File: src/rtl/if_pkg.sv
// Shared types and constants for the instruction-fetch stage.
package if_pkg;

   localparam int INSTR_W = 32;
   localparam logic [INSTR_W-1:0] NOP_INSTR = 32'h0000_0013;

   typedef enum logic [1:0] {
      S_REQ  = 2'd0,
      S_WAIT = 2'd1,
      S_HOLD = 2'd2,
      S_HALT = 2'd3
   } if_state_t;

endpackage

File: src/rtl/if_stage_pc_unit.sv
// Program counter register with hold / +4 / redirect next-PC selection.
module pc_unit
   import if_pkg::*;
#(
   parameter logic [INSTR_W-1:0] RESET_PC = 32'h0000_0000
) (
   input  logic               clk,
   input  logic               reset,
   input  logic               inc,
   input  logic               load,
   input  logic [INSTR_W-1:0] load_pc,
   output logic [INSTR_W-1:0] pc
);

   logic [INSTR_W-1:0] pc_n;

   // Redirect wins over the sequential increment.
   always_comb begin
      pc_n = pc;
      if (load) begin
         pc_n = load_pc;
      end else if (inc) begin
         pc_n = pc + 32'd4;
      end
   end

   always_ff @(posedge clk or posedge reset) begin
      if (reset) begin
         pc <= RESET_PC;
      end else begin
         pc <= pc_n;
      end
   end

endmodule

File: src/rtl/if_stage.sv
// Instruction-fetch front end: fetch FSM, squash tracking and decode-facing registers.
// Optional macro IF_MISALIGN_CHECK_EN halts the stage on a misaligned redirect.
module if_stage
   import if_pkg::*;
#(
   parameter logic [31:0] RESET_PC = 32'h0000_0000
) (
   input  logic               clk,
   input  logic               reset,
   output logic               imem_req,
   output logic [31:0]        imem_addr,
   input  logic               imem_rvalid,
   input  logic [INSTR_W-1:0] imem_rdata,
   input  logic               stall,
   input  logic               redirect_valid,
   input  logic [31:0]        redirect_pc,
   output logic [INSTR_W-1:0] instruction,
   output logic               inst_valid,
   output logic [31:0]        pc_out,
   output logic [31:0]        pc_plus4,
   output logic               misalign_err,
   output logic [1:0]         dbg_state
);

   // Handshake: imem_req is a one-cycle strobe with no grant; each request
   // gets exactly one imem_rvalid pulse some cycles later. Decode takes the
   // held instruction in any HOLD cycle with stall low.

   if_state_t   state, state_n;
   logic        squash, squash_n;
   logic        armed;
   logic        pc_inc, pc_load, capture, clear_valid;
   logic        misaligned, halt_set;
   logic [31:0] pc;

   pc_unit #(.RESET_PC(RESET_PC)) u_pc (
      .clk     (clk),
      .reset   (reset),
      .inc     (pc_inc),
      .load    (pc_load),
      .load_pc (redirect_pc & 32'hFFFF_FFFC),
      .pc      (pc)
   );

   // armed keeps imem_req low until the first edge after reset release,
   // so the strobe stays purely register-decoded.
   assign imem_req  = armed && (state == S_REQ);
   assign imem_addr = pc;
   assign pc_plus4  = pc_out + 32'd4;
   assign dbg_state = state;
   assign halt_set  = misaligned && (state != S_HALT);

`ifdef IF_MISALIGN_CHECK_EN
   assign misaligned = redirect_valid && (redirect_pc[1:0] != 2'b00);

   always_ff @(posedge clk or posedge reset) begin
      if (reset) begin
         misalign_err <= 1'b0;
      end else if (halt_set) begin
         misalign_err <= 1'b1;
      end
   end
`else
   assign misaligned   = 1'b0;
   assign misalign_err = 1'b0;
`endif

   always_comb begin
      state_n     = state;
      squash_n    = squash;
      pc_inc      = 1'b0;
      pc_load     = 1'b0;
      capture     = 1'b0;
      clear_valid = 1'b0;
      case (state)
         S_REQ: begin
            if (redirect_valid) begin
               pc_load = 1'b1;
               if (armed) begin
                  state_n  = S_WAIT;
                  squash_n = 1'b1;
               end
            end else if (armed) begin
               state_n = S_WAIT;
            end
         end
         S_WAIT: begin
            if (redirect_valid) begin
               pc_load = 1'b1;
               if (imem_rvalid) begin
                  state_n  = S_REQ;
                  squash_n = 1'b0;
               end else begin
                  squash_n = 1'b1;
               end
            end else if (imem_rvalid) begin
               if (squash) begin
                  squash_n = 1'b0;
                  state_n  = S_REQ;
               end else begin
                  capture = 1'b1;
                  state_n = S_HOLD;
               end
            end
         end
         S_HOLD: begin
            if (redirect_valid) begin
               pc_load     = 1'b1;
               clear_valid = 1'b1;
               state_n     = S_REQ;
            end else if (!stall) begin
               pc_inc      = 1'b1;
               clear_valid = 1'b1;
               state_n     = S_REQ;
            end
         end
         S_HALT: begin
            state_n = S_HALT;
         end
      endcase
      if (halt_set) begin
         state_n     = S_HALT;
         squash_n    = 1'b0;
         pc_inc      = 1'b0;
         pc_load     = 1'b0;
         capture     = 1'b0;
         clear_valid = 1'b1;
      end
   end

   always_ff @(posedge clk or posedge reset) begin
      if (reset) begin
         state  <= S_REQ;
         squash <= 1'b0;
         armed  <= 1'b0;
      end else begin
         state  <= state_n;
         squash <= squash_n;
         armed  <= 1'b1;
      end
   end

   always_ff @(posedge clk or posedge reset) begin
      if (reset) begin
         instruction <= NOP_INSTR;
         inst_valid  <= 1'b0;
         pc_out      <= RESET_PC;
      end else if (capture) begin
         instruction <= imem_rdata;
         inst_valid  <= 1'b1;
         pc_out      <= pc;
      end else if (clear_valid) begin
         inst_valid  <= 1'b0;
      end
   end

endmodule

File: config.mk
export PLATFORM = sky130hd
export DESIGN_NAME = if_stage
export DESIGN_NICKNAME = d
export VERILOG_FILES = /design/src/rtl/if_pkg.sv /design/src/rtl/if_stage_pc_unit.sv /design/src/rtl/if_stage.sv
export SDC_FILE = /design/constraint.sdc
export NUM_CORES = 1
export LEC_CHECK = 0
export BUFFER_PORTS_ARGS = -buffer_cell sky130_fd_sc_hd__buf_2
export CAP_MARGIN = 20
export CORE_MARGIN = 2
export CORE_UTILIZATION = 44
export CTS_CLUSTER_SIZE = 10
export DETAILED_ROUTE_END_ITERATION = 8
export GPL_TIMING_DRIVEN = 0
export PLACE_DENSITY = 0.83
export SYNTH_ARGS = -nofsm -noshare
export SYNTH_HDL_FRONTEND = slang
export SYNTH_HIERARCHICAL = 1
export SYNTH_SLANG_ARGS = --single-unit
File: constraint.sdc
create_clock -name clk -period 2.23 [get_ports clk]
set_input_delay 0.446 -clock clk [delete_from_list [all_inputs] [get_ports clk]]
set_output_delay 0.446 -clock clk [all_outputs]
set_load 0.02 [all_outputs]
==> metrics.txt <==
WL/cell roughly 19 um; Inst Count DP roughly 800; slowest CP cell dfrtp_1; flop2flop setup slack roughly 0.030 ns; crit start category register; clk_lat worst skew roughly 0.35 ns; Max Cap Violations 0; post-synthesis sequential area ratio 49.3%; GR Overflow Total 0; Detail Placement HPWL 11200 um; Crit path arrival time slightly above 2 ns; RSZ-0062 raised after global routing yes; core area ~11000 sq um; Initial Util between 40% and 50%; gr usage total 24.4%; Tmin final 2.50 ns; max frequency between 0.4 and 0.5 GHz; critical path's largest stage delay 0.38 ns; Post-synth EDFFs 0; ANT cells 0; status complete, but fails checks; fin util around 64%; Reg clk slew, reported paths 0.07 ns; top-count cell post-synth dfrtp_1; hold_ws between 0.1 and 0.15 ns; cts hold-fix bufs 0; Final Worst Setup Slack -0.268 ns; total number of vias between 4000 and 5000; Worst EP required 1.78 ns; area grow syn2layout 43.0%; top_reg_cell synth dfrtp_1; R2R depth 8; Avg Inst Size Synth roughly 11 sq um; first-pass GRT wire length 24300 um; Die H 112 um; CP bufs+invs 1; FF-to-FF Start dbg_state[0]; worst-path fanout max 4; Vias per Instance roughly 5.5; final net count a little under 800; Rel. slew slack between 40% and 50%; GPL Wtd Cong roughly 0.91; vias in the first global route 4690; Routed Antenna Nets 0; Post-Layout Cell Count approximately 850; skew final ~0.0065 ns; crit end category output pin; post-synthesis async set-or-reset flop share 100%; Synth Register Bits 101; drt pass-1 iters 5; count of cell types in the netlist 55; initial antenna violation count 0; Gate Count Post-Synth 457; clock tree sinks approximately 100; largest net degree at the start of global routing 36; setup violators final 16; violated checks negative setup slack; H-tree Lvls 3; # fillers 915; Post-synth top cells 98 x dfrtp_1, 59 x mux2_2, 39 x nand2_1; Yosys top cell by area dfrtp_1; crit path launch pc_out[8]; Final Hold Viols 0; CTS max path bufs 2; top-area cell type share of the netlist area between 40% and 50%; HP Class input pin to asynchronous set/reset pin; reg2reg end u_pc/pc[25]; P per Cell Area roughly 1400 nW/um^2; # DRC 0; final worst path period share 112%; Lkg Pwr 0.00344 uW; CTS tree built; layout cell share with drive strength beyond 1 approximately 56%; synth top area cells dfrtp_1 48%, mux2_2 13%, xnor2_1 3.6%, xor2_1 3.1%, nand2_1 2.9%; Post-Syn Area between 5000 and 6000 sq um; Yosys warning total 6; DR iter-0 viols 260; Root Buffer Master clkbuf_16; routed wire length between 15000 and 20000 um; IR drop worst, VDD roughly 0.9 mV; Slew @ Worst Pin ~0.79 ns; crit path cell chain and4_4 > and3_4 > nand4_1 > nor3_2 > xor2_1 > buf_4; fin. max-slew vios 0; I/O pin cnt 202; WS Path Type register to output pin; cell family with most CP delay simple AND/OR/NAND/NOR gates; number of buffers added on ports between 150 and 200; Die W between 100 and 150 um; FP Rows 39; Die Area 12500 sq um; CTS buffer count 9
## stage by stage
| stage | TNS (ns) | power [uW] | setup WS (ns) | area, sq um |
|---|---|---|---|---|
| global route | -4.04 | 10400 | -0.365 | 7340 |
| finish | -2.13 | 9910 | -0.268 | 7340 |
| CTS | -1.86 | 9570 | -0.175 | 6960 |
| floorplan | 0 | 5990 | 0.00308 | 5160 |
| global placement | -1.71 | 7460 | -0.149 | 6330 |
| detailed placement | -3.14 | 7620 | -0.257 | 6370 |
## metal layers
layer  up-vias  routed length (um)  share of wire (%)  track usage (%)
li1       2146                   -                  -                -
met1      2335                6340                 39             30.0
met2       201                8550                 53             43.3
met3        24                 937                5.8             4.41
met4         0                 294                1.8             8.70
met5         -                   0                  0                0
## power by group
group / total, uW / switching (uW) / internal, uW
sequential: 3450 / 828 / 2620
combinational: 4860 / 2800 / 2050
clock: 1600 / 700 / 904
total: 9910 / 4330 / 5580
## cell families (layout without fill, tap and decap cells)
| kind of cell | after synthesis | count (layout) | share of synthesized area (%) |
|---|---|---|---|
| compound gates | 53 | 53 | 6.76 |
| xor+xnor | 40 | 40 | 6.98 |
| other cells | 2 | 4 | 0.146 |
| mux | 65 | 65 | 14.2 |
| flops | 101 | 101 | 49.3 |
| fa+ha+maj | 6 | 6 | 1.46 |
| simple gates | 152 | 153 | 17.1 |
| buf+inv | 38 | 288 | 3.98 |
## layout make-up
cell class	instances	area (sq um)	share of cell area, %
repair buffers	235	1370	18.7
clock inverters	5	60.1	0.818
clock buffers	11	243	3.31
well taps	143	179	2.44
multi-input cells	321	2720	37.0
plain buffers	25	171	2.34
flip-flops and latches	101	2550	34.7
inverters	12	48.8	0.665
## worst register-to-register path, cell delays in order (launching register included)
cell,delay (ns)
dfrtp_2,0.41
inv_2,0.08
ha_4,0.14
nor3b_4,0.24
and4_1,0.23
buf_6,0.15
nand2_8,0.09
or4_1,0.52
a31oi_1,0.23
## registers in the layout, indices dropped and copies added, names as in the netlist
signal	count
squash	1
inst_valid	1
pc_out	32
u_pc/pc	32
instruction	32
armed	1
dbg_state	2
## worst max-delay path by stage
stage                        end  slack, ns  depth (start not counted)
floorplan            u_pc/pc[23]      0.003                          9
global placement     u_pc/pc[30]      -0.15                          7
detailed placement   u_pc/pc[15]      -0.26                          7
CTS                 pc_plus4[25]      -0.18                          6
global route        pc_plus4[25]      -0.36                          6
finish              pc_plus4[25]      -0.27                          6
## cell usage in the layout (no fill, tap or decap), types with 9 or more instances in the layout
| cell | synthesis | routed |
|---|---|---|
| buf_2 | 7 | 187 |
| dfrtp_1 | 98 | 84 |
| mux2_2 | 59 | 59 |
| buf_4 | 6 | 50 |
| nand2_1 | 39 | 36 |
| nor2_1 | 21 | 18 |
| o21ai_0 | 17 | 17 |
| xor2_1 | 18 | 17 |
| nand3_1 | 26 | 17 |
| nand4_1 | 15 | 15 |
| xnor2_1 | 21 | 15 |
| dfrtp_2 | 0 | 14 |
| buf_6 | 4 | 12 |
| inv_1 | 11 | 9 |
| a31oi_1 | 10 | 9 |
| clkbuf_16 | 0 | 9 |
| or4_1 | 11 | 9 |
## timing repair
| item | in CTS | in global routing |
|---|---|---|
| pin swaps | 13 | 22 |
| setup buffers | 21 | 15 |
| cloned | 0 | 1 |
| setup endpoints to repair | 44 | 28 |
| resized for setup | 45 | 50 |
Note: power is estimated with default switching activity, not from simulation.
